$ cat config.mk
export PLATFORM = sky130hd
export DESIGN_NAME = seq_controller
export DESIGN_NICKNAME = d
export VERILOG_FILES = /design/src/rtl/seq_pkg.sv /design/src/rtl/seq_mem_wait_timer.sv /design/src/rtl/seq_controller.sv
export SDC_FILE = /design/constraint.sdc
export NUM_CORES = 1
export LEC_CHECK = 0
export BUFFER_PORTS_ARGS = -buffer_cell sky130_fd_sc_hd__buf_4
export CORE_UTILIZATION = 46
export DETAILED_ROUTE_END_ITERATION = 6
export PLACE_DENSITY = 0.8
export SETUP_SLACK_MARGIN = 0.1
export SYNTH_ARGS = -nofsm -noshare
export SYNTH_HDL_FRONTEND = slang
export SYNTH_SLANG_ARGS = --single-unit
$ cat constraint.sdc
create_clock -name clk -period 3.7 [get_ports clk]
set_clock_uncertainty 0.2 [all_clocks]
set_input_delay 0.185 -clock clk [delete_from_list [all_inputs] [get_ports clk]]
set_output_delay 0.185 -clock clk [all_outputs]
set_load 0.01 [all_outputs]
$ cat src/rtl/seq_pkg.sv
// Shared definitions for the Y86-64 SEQ stage sequencer: status codes,
// instruction codes, sequencer states and the registered control bundle.
package seq_pkg;

  localparam logic [2:0] STAT_AOK = 3'd1;
  localparam logic [2:0] STAT_HLT = 3'd2;
  localparam logic [2:0] STAT_ADR = 3'd3;
  localparam logic [2:0] STAT_INS = 3'd4;

  localparam logic [3:0] I_HALT   = 4'h0;
  localparam logic [3:0] I_NOP    = 4'h1;
  localparam logic [3:0] I_RRMOVQ = 4'h2;
  localparam logic [3:0] I_IRMOVQ = 4'h3;
  localparam logic [3:0] I_RMMOVQ = 4'h4;
  localparam logic [3:0] I_MRMOVQ = 4'h5;
  localparam logic [3:0] I_OPQ    = 4'h6;
  localparam logic [3:0] I_JXX    = 4'h7;
  localparam logic [3:0] I_CALL   = 4'h8;
  localparam logic [3:0] I_RET    = 4'h9;
  localparam logic [3:0] I_PUSHQ  = 4'hA;
  localparam logic [3:0] I_POPQ   = 4'hB;

  typedef enum logic [3:0] {
    S_IDLE      = 4'd0,
    S_FETCH     = 4'd1,
    S_DECODE    = 4'd2,
    S_EXECUTE   = 4'd3,
    S_MEMORY    = 4'd4,
    S_MEM_WAIT  = 4'd5,
    S_WRITEBACK = 4'd6,
    S_PCUPD     = 4'd7,
    S_STEP_WAIT = 4'd8,
    S_HALT      = 4'd9
  } state_e;

  typedef struct packed {
    logic fetch_en;
    logic decode_en;
    logic execute_en;
    logic mem_en;
    logic wb_en;
    logic pc_en;
    logic busy;
    logic halted;
  } ctrl_t;

  function automatic logic is_mem_icode(input logic [3:0] ic);
    logic r;
    case (ic)
      I_RMMOVQ, I_MRMOVQ, I_CALL, I_RET, I_PUSHQ, I_POPQ: r = 1'b1;
      default:                                            r = 1'b0;
    endcase
    return r;
  endfunction

endpackage

$ cat src/rtl/seq_mem_wait_timer.sv
// Counts data-memory wait cycles; timeout is high once the count reaches
// MEM_TIMEOUT. load restarts the count at 1, inc advances it (saturating).
module seq_mem_wait_timer #(
  parameter int MEM_TIMEOUT = 16
) (
  input  logic clk,
  input  logic rst,
  input  logic load,
  input  logic inc,
  output logic timeout
);

  localparam logic [7:0] LIMIT = 8'(MEM_TIMEOUT);

  logic [7:0] cnt_q, cnt_d;

  always_comb begin
    cnt_d = cnt_q;
    if (load) begin
      cnt_d = 8'd1;
    end else if (inc && (cnt_q != LIMIT)) begin
      cnt_d = cnt_q + 8'd1;
    end else begin
      cnt_d = cnt_q;
    end
  end

  always_ff @(posedge clk or posedge rst) begin
    if (rst) cnt_q <= 8'd0;
    else     cnt_q <= cnt_d;
  end

  assign timeout = (cnt_q == LIMIT);

endmodule

$ cat src/rtl/seq_controller.sv
// Y86-64 SEQ stage sequencer: owns PC and status, issues one stage strobe per
// cycle. Optional performance counters are built when SEQ_PERF_CNT_EN is defined.
module seq_controller
  import seq_pkg::*;
#(
  parameter logic [63:0] RESET_PC    = 64'd0,
  parameter int          MEM_TIMEOUT = 16
) (
  input  logic        clk,
  input  logic        rst,
  input  logic        start,
  input  logic        step_mode,
  input  logic        step_req,
  input  logic [3:0]  icode,
  input  logic        instr_valid,
  input  logic        imem_error,
  input  logic        dmem_error,
  input  logic        mem_ready,
  input  logic [63:0] updated_pc,
  output logic [63:0] pc,
  output logic        fetch_en,
  output logic        decode_en,
  output logic        execute_en,
  output logic        mem_en,
  output logic        wb_en,
  output logic        pc_en,
  output logic [2:0]  stat,
  output logic        busy,
  output logic        halted
`ifdef SEQ_PERF_CNT_EN
  ,
  output logic [31:0] cycle_cnt,
  output logic [31:0] instr_cnt
`endif
);

  state_e      state_q, state_d;
  logic [63:0] pc_q, pc_d;
  logic [2:0]  stat_q, stat_d;
  ctrl_t       ctrl_q, ctrl_d;
  logic        mem_timeout_s;

  seq_mem_wait_timer #(.MEM_TIMEOUT(MEM_TIMEOUT)) u_timer (
    .clk     (clk),
    .rst     (rst),
    .load    (state_q == S_MEMORY),
    .inc     (state_q == S_MEM_WAIT),
    .timeout (mem_timeout_s)
  );

  always_ff @(posedge clk or posedge rst) begin
    if (rst) begin
      state_q <= S_IDLE;
      pc_q    <= RESET_PC;
      stat_q  <= STAT_AOK;
      ctrl_q  <= '0;
    end else begin
      state_q <= state_d;
      pc_q    <= pc_d;
      stat_q  <= stat_d;
      ctrl_q  <= ctrl_d;
    end
  end

  always_comb begin
    state_d = state_q;
    pc_d    = pc_q;
    stat_d  = stat_q;
    case (state_q)
      S_IDLE: begin
        if (start) state_d = S_FETCH;
        else       state_d = S_IDLE;
      end
      S_FETCH: begin
        if (imem_error) begin
          stat_d  = STAT_ADR;
          state_d = S_HALT;
        end else if (!instr_valid) begin
          stat_d  = STAT_INS;
          state_d = S_HALT;
        end else if (icode == I_HALT) begin
          stat_d  = STAT_HLT;
          state_d = S_HALT;
        end else begin
          state_d = S_DECODE;
        end
      end
      S_DECODE: state_d = S_EXECUTE;
      S_EXECUTE: begin
        if (is_mem_icode(icode)) state_d = S_MEMORY;
        else                     state_d = S_WRITEBACK;
      end
      S_MEMORY, S_MEM_WAIT: begin
        // The timeout only applies once waiting; MEMORY always loads the timer.
        if (dmem_error) begin
          stat_d  = STAT_ADR;
          state_d = S_HALT;
        end else if (mem_ready) begin
          state_d = S_WRITEBACK;
        end else if ((state_q == S_MEM_WAIT) && mem_timeout_s) begin
          stat_d  = STAT_ADR;
          state_d = S_HALT;
        end else begin
          state_d = S_MEM_WAIT;
        end
      end
      S_WRITEBACK: state_d = S_PCUPD;
      S_PCUPD: begin
        pc_d = updated_pc;
        if (step_mode) state_d = S_STEP_WAIT;
        else           state_d = S_FETCH;
      end
      S_STEP_WAIT: begin
        if (step_req || !step_mode) state_d = S_FETCH;
        else                        state_d = S_STEP_WAIT;
      end
      S_HALT:  state_d = S_HALT;
      default: state_d = S_IDLE;
    endcase
  end

  // Strobes are decoded from the next state so they are registered yet Moore-timed.
  always_comb begin
    ctrl_d = '0;
    case (state_d)
      S_FETCH:     begin ctrl_d.fetch_en   = 1'b1; ctrl_d.busy = 1'b1; end
      S_DECODE:    begin ctrl_d.decode_en  = 1'b1; ctrl_d.busy = 1'b1; end
      S_EXECUTE:   begin ctrl_d.execute_en = 1'b1; ctrl_d.busy = 1'b1; end
      S_MEMORY:    begin ctrl_d.mem_en     = 1'b1; ctrl_d.busy = 1'b1; end
      S_MEM_WAIT:  ctrl_d.busy = 1'b1;
      S_WRITEBACK: begin ctrl_d.wb_en      = 1'b1; ctrl_d.busy = 1'b1; end
      S_PCUPD:     begin ctrl_d.pc_en      = 1'b1; ctrl_d.busy = 1'b1; end
      S_HALT:      ctrl_d.halted = 1'b1;
      default:     ctrl_d = '0;
    endcase
  end

  assign pc         = pc_q;
  assign stat       = stat_q;
  assign fetch_en   = ctrl_q.fetch_en;
  assign decode_en  = ctrl_q.decode_en;
  assign execute_en = ctrl_q.execute_en;
  assign mem_en     = ctrl_q.mem_en;
  assign wb_en      = ctrl_q.wb_en;
  assign pc_en      = ctrl_q.pc_en;
  assign busy       = ctrl_q.busy;
  assign halted     = ctrl_q.halted;

`ifdef SEQ_PERF_CNT_EN
  logic [31:0] cycle_cnt_q, cycle_cnt_d;
  logic [31:0] instr_cnt_q, instr_cnt_d;

  always_comb begin
    cycle_cnt_d = cycle_cnt_q;
    instr_cnt_d = instr_cnt_q;
    if (ctrl_q.busy && (cycle_cnt_q != 32'hFFFF_FFFF)) cycle_cnt_d = cycle_cnt_q + 32'd1;
    else                                                cycle_cnt_d = cycle_cnt_q;
    if ((state_q == S_PCUPD) && (instr_cnt_q != 32'hFFFF_FFFF)) instr_cnt_d = instr_cnt_q + 32'd1;
    else                                                         instr_cnt_d = instr_cnt_q;
  end

  always_ff @(posedge clk or posedge rst) begin
    if (rst) begin
      cycle_cnt_q <= 32'd0;
      instr_cnt_q <= 32'd0;
    end else begin
      cycle_cnt_q <= cycle_cnt_d;
      instr_cnt_q <= instr_cnt_d;
    end
  end

  assign cycle_cnt = cycle_cnt_q;
  assign instr_cnt = instr_cnt_q;
`endif

endmodule

# Word level (Yosys, flattened, before mapping)
# Cells that the tools add are included.
# W data, S select, Z words.
[totals] out_inout_bits=75 reg_bits=87 input_bits=77 wordCells=83
[classes] n_addsub=1 n_mux=30 reduce_logical=12 n_eq_ne=28
[op_table] operator="$eq A4 B3 Y1 const B" count=10
[op_table] operator="$pmux W4 S9" count=1
[op_table] operator="$mux W4" count=8
[op_table] operator="$eq A4 B4 Y1 const B" count=7
[op_table] operator="$mux W3" count=6
[op_table] operator="$eq A4 B2 Y1 const B" count=4
[op_table] operator="$mux W8" count=2
[op_table] operator="$mux W1" count=11
[op_table] operator="$add A8 B1 Y8 const B" count=1
[op_table] operator="$eq A4 B1 Y1 const B" count=2
[op_table] operator="$eq A8 B5 Y1 const B" count=1
[op_table] operator="$logic_not A4 Y1" count=2
[op_table] operator="$ne A8 B5 Y1 const B" count=1
[op_table] operator="$reduce_or A7 Y1" count=1
[op_table] operator="$ne A3 B3 Y1 const B" count=2
[op_table] operator="$pmux W3 S2" count=1
[op_table] operator="$reduce_or A6 Y1" count=1
[op_table] operator="$ne A4 B4 Y1 const B" count=1
[op_table] operator="$reduce_and A4 Y1" count=1
[op_table] operator="$reduce_bool A2 Y1" count=2
[op_table] operator="$logic_and A1 B1 Y1" count=2
[op_table] operator="$mux W2" count=1
[op_table] operator="$reduce_or A2 Y1" count=1
[op_table] operator="$logic_not A1 Y1" count=1
[op_table] operator="$logic_or A1 B1 Y1" count=1

# Longest topological paths before layout
# Gate-level depths: netlist (run 1).
[logic_depth] word_depth=9 depth_mapped=7 mapped_depth_nobuf=7

# Cells and area by module
# A second synthesis (run 1) with hierarchy kept.
[hier_totals] cells_unflattened=257 area_unflattened_um2=3607.2
[modules_own_cells] mod="seq_controller" cells_each=210 area_each_um2=3158.0 seq_area_each_um2=1978.1 instances=1
[modules_own_cells] mod="seq_mem_wait_timer" cells_each=47 area_each_um2=449.2 seq_area_each_um2=200.2 instances=1

# Worst setup path before layout (run 1)
# No wires, ideal clock.
[synth_timing] kind="reg-to-reg" from="register u_timer.cnt_q[0]" to="register stat_q[2] (netlist: stat[2])" path_stages_with_launch=8 period_less_slack_ns=1.962 path_slack_ns=1.738 setup_ns=0.125 path_buffers=0 required_time_ns=3.375 t_arrival_ns=1.637 cell_sequence="dfrtp_1 > inv_1 > ha_1 > nor4b_1 > nand3_1 > o21ai_2 > o21bai_4 > mux2_4"
[synth_via] elab_chain_len=4
[synth_lines] element="from (decl)" line_no="seq_mem_wait_timer.sv:15" text="logic [7:0] cnt_q, cnt_d;"
[synth_lines] element="from (signal assigned)" line_no="seq_mem_wait_timer.sv:30" text="else cnt_q <= cnt_d;"
[synth_lines] element="$eq A8 B5 Y1" line_no="seq_mem_wait_timer.sv:33" text="assign timeout = (cnt_q == LIMIT);"
[synth_lines] element="$logic_and A1 B1 Y1" line_no="seq_controller.sv:100" text="end else if ((state_q == S_MEM_WAIT) && mem_timeout_s) begin"
[synth_lines] element="$ne A3 B3 Y1 (no line)"
[synth_lines] element="$reduce_and A4 Y1 (no line)"
[synth_lines] element="to (signal assigned)" line_no="seq_controller.sv:60" text="stat_q <= stat_d;"
[synth_lines] element="to (decl)" line_no="seq_controller.sv:39" text="logic [2:0] stat_q, stat_d;"
# Every way passes these cells.
# A chain may end at the register's enable or synchronous reset.

# Worst setup path after layout (run 1)
# Same ends and word-level chain as after synthesis.

==> results of run 1 <==
Yosys cell counts (all sizes together):
cell type	number	area (um^2)
dfstp	1	26.3
a2111oi	1	27.5
xnor2	1	8.76
and4b	1	10.0
nor3b	3	27.5
o21ai	4	23.8
inv	13	48.8
a22oi	1	7.51
nor2b	2	12.5
mux2i	1	10.0
nor4	1	12.5
and4bb	1	12.5
dfrtp	86	2150
nand2b	2	12.5
nor3	5	30.0
o21bai	2	26.3
nor4b	1	8.76
a32oi	1	8.76
nand2	9	33.8
mux2	66	751
and3	4	25.0
nor2	10	37.5
xor2	7	61.3
a31oi	2	12.5
buf	11	70.1
ha	2	25.0
nand4	5	31.3
o211a	1	10.0
a21oi	3	15.0
nand3	4	20.0
a211o	1	10.0
or2	1	6.26
a22o	1	8.76
cells by family (layout without fill, tap and decap cells):
logic type                 Yosys count  after routing
xor gates and xnor gates             8              8
DFF                                 87             87
and+or+nand+nor                     49             49
muxes                               67             67
adders and majority gates            2              2
buffers and inverters               24            252
AOI/OAI and AO/OA                   17             17
area by class of cell:
type                            instances  area, um^2  area share
Clock buffer                           11         131      0.0231
Clock inverter                          5        81.3      0.0143
Inverter                               13        50.0     0.00878
Multi-Input combinational cell        143        1290       0.226
Sequential cell                        87        2180       0.382
Tap cell                               99         124      0.0217
Timing Repair Buffer                  223        1850       0.324
power by group through the flow:
| stage | combinational [mW] | clock (mW) | sequential (mW) |
|---|---|---|---|
| 2_1_floorplan | 0.677 | 0 | 1.79 |
| 3_3_place_gp | 1.56 | 0 | 1.64 |
| 3_5_place_dp | 1.61 | 0 | 1.66 |
| 4_1_cts | 1.67 | 0.728 | 1.64 |
| 5_1_grt | 1.80 | 0.767 | 1.72 |
| 6_report | 1.68 | 0.710 | 1.66 |
cells in the final DEF, fill, tap and decap left out, drive strengths merged, types with 5 or more instances in the layout:
cell type and count:
nor2 10, clkbuf 11, nand2 9, xor2 7, nand4 5, mux2 66, dfrtp 86, dlygate4sd3 69
buf 154, nor3 5, inv 13
through the flow:
stage                     total power [mW]  cells
after floorplan                       2.46    254
after global placement                3.20    496
after detailed placement              3.27    496
after CTS                             4.04    581
after global routing                  4.29    581
final                                 4.05    581
worst reg2reg max path, cell delays in order (launching register included):
cell      delay, ps
dfrtp_1         420
inv_1           110
ha_1            150
nor4b_1         320
nand3_1         170
o21ai_2         180
o21bai_4        170
mux2_4          310
final timing paths:
kind,startpoint,to,slack [ps]
worst max-delay path,u_timer.cnt_q[0],stat[2],1570
worst min-delay path,dmem_error,state_q[3],30
worst max register to register,u_timer.cnt_q[0],stat[2],1570
worst min register to register,pc[54],pc[54],310
max in group asynchronous,rst,stat[0],1920
min in group asynchronous,rst,pc[35],370
layer usage:
| layer | part of all wire | routed length (um) | vias to the layer above |
|---|---|---|---|
| met5 | 0 | 0 | - |
| met3 | 0.053 | 494 | 19 |
| met1 | 0.40 | 3770 | 1382 |
| met2 | 0.52 | 4840 | 101 |
| met4 | 0.023 | 217 | 0 |
| li1 | - | - | 1328 |
state kept, by name, summed over array words and instances (netlist names), 3 cells and up:
signal	count
u_timer.cnt_q	8
state_q	4
pc	64
stat	3
==> results_dict.tcl, run 1 <==
set metrics [dict create \
    worstSetupPathDepth 7 \
    track_usage 0.241 \
    clock_path_buffers 2 \
    grt_max_degree 52 \
    ios 152 \
    switchingPower_mw 1.31 \
    root_buffer "clkbuf_8" \
    ys_ff_latch 87 \
    pwr-share-clk 0.175 \
    leakage_nw 2.75 \
    synthAdderAreaFrac 0.00698 \
    grt_pass1_wl_um 15300 \
    fillCellCount 459 \
    worst_slew_margin_rel 0.418 \
    use_met3 0.0598 \
    syn-num-nets 333 \
    status "finished clean" \
    peakVddDrop_mv 0.353 \
    drt-total-wl_um 9320 \
    end_kind "register" \
    timing.final.ws_setup_ps 1570 \
    drt-initial-drc-count 60 \
    rsz0062_at_grt "false" \
    grt_use_met1 0.289 \
    die_area_um2 8150 \
    antenna_found_initial 0 \
    clk_pin_slew_ps 80 \
    io_buffers 151 \
    power.internal_mw 2.74 \
    cpLargestDelayFamily "simple AND/OR/NAND/NOR gates" \
    synth_xor_area_frac 0.0196 \
    placed_area_um2 4790 \
    maxCapViolations 0 \
    hold_depth 4 \
    yosysWarnings 0 \
    cp_slowest_cell "dfrtp_1" \
    layout-drive-gt1-share 0.510 \
    finalHoldViolations 0 \
    numClockSinks 87 \
    start_kind "register" \
    synthCells 254 \
    period_needed_ps 2130 \
    gr-max-usage-layer "met2" \
    num_vias 2830 \
    routedWlPerCell_um 16.0 \
    criticalPathCategory "register to register" \
    synth_simple_gate_area_frac 0.0782 \
    tns_ps 0 \
    clock.fmax_mhz 469 \
    ys_types 41 \
    path_cells "inv_1 -> ha_1 -> nor4b_1 -> nand3_1 -> o21ai_2 -> o21bai_4 -> mux2_4" \
    synth_top_family_by_area "multiplexers" \
    fp.coreArea_um2 7410 \
    cts_tree "yes" \
    place_ws_ps 1580 \
    post-cts-setup-buffer-count 0 \
    htree_levels 3 \
    gp_congestion 0.751 \
    required_ps 3730 \
    cp_max_fo 5 \
    firstDrtPassIters 4 \
    grt_pass1_vias 3012 \
    design_area_um2 5700 \
    antenna_left 0 \
    use_met2 0.422 \
    finish.utilization 0.769 \
    drc 0 \
    placementRows 31 \
    cp_slowest_stage_delay_ps 420 \
    dp_hpwl_um 5780 \
    n_antenna_cell 0 \
    via_per_inst 4.87 \
    synth_compound_area_frac 0.0419 \
    cts_hold_buf 69 \
    switching_share 0.323 \
    r2r.worst_path.cells 7 \
    cp_data_arrival_time_ps 2170 \
    power_frac_comb 0.415 \
    power_frac_seq 0.409 \
    slew_viol_final 0 \
    synth.avg_cell_area_um2 14.1 \
    clk_latency_ps 350 \
    holdWs_ps 26.1 \
    path_buf_inv 1 \
    cts_made_buffers 9 \
    die_x_um 90.3 \
    initial_utilization 0.484 \
    power_density_nw_per_um2 711 \
    die_y_um 90.3 \
    area_growth_pct 59.0 \
    synth.cell_area_um2 3580 \
    setup_viol 0 \
    overflow 0 \
    ys_seq_area_frac 0.608 \
    post-route-period-util 0.576 \
    worst_pin_slew_ps 872 \
    cts_resized 0 \
    min_path_type "primary input to register" \
    fin_nets 556 \
    synthMuxAreaShare 0.212 \
]
(Power assumes the default switching activity.)
==> inputs of run 2 (changes only) <==
- ABC_AREA: not set -> 1
- CORE_UTILIZATION: 46 -> 43
- PLACE_DENSITY: 0.8 -> 0.78
- clock period: 3.7 -> 1.95 ns (I/O delays scaled with it)
==> run 2 against run 1 <==
  * Register-to-register slack lost 1400 ps
  * Worst hold slack gained 32 ps
  * First-iteration DRC count grew 140%
  * Flip-flop and latch count is the same
  * Critical path type is now primary input to register
  * Highest routed layer unchanged
==> results_dict.tcl, run 2 <==
set metrics [dict create \
    die_x_um 94.8 \
    multi_input_area_um2 1320 \
    worst_slew_margin_rel 0.662 \
    numClockSinks 87 \
    criticalPathCategory "primary input to register" \
    min_path_type "primary input to register" \
    synthCells 440 \
    fin_nets 755 \
    antenna_left 0 \
    grt_pass1_wl_um 17300 \
    placementRows 33 \
    p_total_mw 7.76 \
    routedWlPerCell_um 14.2 \
    overflow 0 \
    leakage_nw 3.11 \
    die_area_um2 8980 \
    num_vias 3737 \
    clk_pin_slew_ps 90 \
    synth_edf_count 0 \
    synth.cell_area_um2 3700 \
    die_y_um 94.8 \
    timing.final.ws_setup_ps 147 \
    track_usage 0.254 \
    final_common_cell "nand2_1" \
    netlist_top_cells_count "nand2_1, dfrtp_1, inv_1" \
    cp_data_arrival_time_ps 1850 \
    cts_tree "yes" \
    post-route-period-util 0.925 \
    power_density_nw_per_um2 1300 \
    use_met2 0.445 \
    area_growth_pct 61.5 \
    largest_register_ff_count 64 \
    slew_viol_final 0 \
    tns_ps 0 \
    initial_utilization 0.448 \
    antenna_found_initial 0 \
    gr-max-usage-layer "met2" \
    peakVddDrop_mv 0.656 \
    ys_types 25 \
    grt_max_degree 60 \
    synth-main-ff-cell "dfrtp_1" \
    r2r.worst_path.cells 6 \
    drt-initial-drc-count 143 \
    dp_hpwl_um 6770 \
    htree_levels 3 \
    cp_max_fo 2 \
    async_flop_share 1.00 \
    yosys-top-cells-area "dfrtp_1, nand2_1, inv_1" \
    grt_pass1_vias 3733 \
    finish.utilization 0.724 \
    hold_depth 7 \
    ios 152 \
    clock.fmax_mhz 555 \
    cts_made_buffers 9 \
    layout_common_cells "nand2_1, buf_4, dfrtp_1" \
    drc 0 \
    root_buffer "clkbuf_8" \
    fillCellCount 579 \
    clock_path_buffers 2 \
    start_kind "primary input" \
    yosysMostFrequentCell "nand2_1" \
    yosysTopAreaCell "dfrtp_1" \
    worst_pin_slew_ps 506 \
    place_ws_ps 206 \
    critPathLaunch "icode[3]" \
    ys_ff_latch 87 \
    via_per_inst 4.75 \
    worstHoldStart "icode[2]" \
    firstDrtPassIters 4 \
    drt-total-wl_um 11200 \
    period_needed_ps 1800 \
    use_met3 0.0725 \
    n_antenna_cell 0 \
    finalHoldViolations 0 \
    fp.coreArea_um2 8260 \
    timing.rr.start "state_q[3]" \
    status "finished clean" \
    synth.avg_cell_area_um2 8.41 \
    ys_seq_area_frac 0.589 \
    grt_use_met1 0.302 \
    gp_congestion 0.961 \
    regArea_um2 2180 \
    rsz0062_at_grt "true" \
    maxCapViolations 0 \
    clk_latency_ps 350 \
    end_kind "register" \
    io_buffers 151 \
    synth.top_cell.area_share 0.582 \
    setup_viol 0 \
    required_ps 2000 \
    layout-drive-gt1-share 0.295 \
    yosysWarnings 0 \
    syn-num-nets 519 \
]
run 2: power breakdown:
part           internal [mW]  switching (mW)  leakage (nW)  total [mW]
Sequential              2.63           0.538         0.973        3.17
Combinational           1.67            1.76          2.04        3.43
Clock                  0.479           0.682        0.0919        1.16
run 2: metal layers:
layer | vias to the layer above | wire, um
li1 | 1811 | -
met1 | 1743 | 4540
met2 | 164 | 5650
met3 | 19 | 816
met4 | 0 | 153
met5 | - | 0
run 2: cell families (layout without fill, tap and decap cells):
logic type / Yosys count / count (layout) / synth area share
DFF: 87 / 87 / 0.589
buffers and inverters: 45 / 286 / 0.0612
xor gates and xnor gates: 3 / 3 / 0.00710
and+or+nand+nor: 289 / 289 / 0.317
AOI/OAI and AO/OA: 14 / 14 / 0.0196
adders and majority gates: 2 / 2 / 0.00676
run 2: final cells by class:
type | count | share of cell area
clock inverter | 7 | 0.00921
tap | 105 | 0.0220
timing repair buffer | 239 | 0.342
clock buffer | 9 | 0.0207
sequential | 87 | 0.365
multi-input combinational | 308 | 0.222
inverter | 31 | 0.0201
run 2: repair_timing:
| item | in CTS | in global routing |
|---|---|---|
| endpoints found under the hold margin | 163 | 0 |
| hold buffers | 79 | 0 |
| setup buffers | 0 | 4 |
| setup endpoints to repair | 0 | 14 |
| gates resized for setup | 0 | 7 |
run 2: worst max-delay path, cell delays in order:
cell and delay, ps:
dlygate4sd3_1 520, buf_4 100, nand2_1 40, dlygate4sd3_1 550
nand3_1 100, nand2_1 50, nor2_1 130, nand2_1 110
nor2_1 110, nor2_1 50
run 2: worst paths after layout:
check / end / slack, ps
min: state_q[1] / 60
max reg2reg: decode_en / 170
max in group asynchronous: stat[0] / 830
max: busy / 150
min reg2reg: pc[46] / 280
min in group asynchronous: pc[43] / 140
run 2: per-stage QoR:
step	hold slack (ps)	instance area (um^2)	instances
after global routing	84.2	5980	786
after detailed placement	-35.9	4950	687
after CTS	14.3	5920	782
after floorplan	14.1	3700	440
after global placement	-37.0	4950	687
final	57.9	5980	786
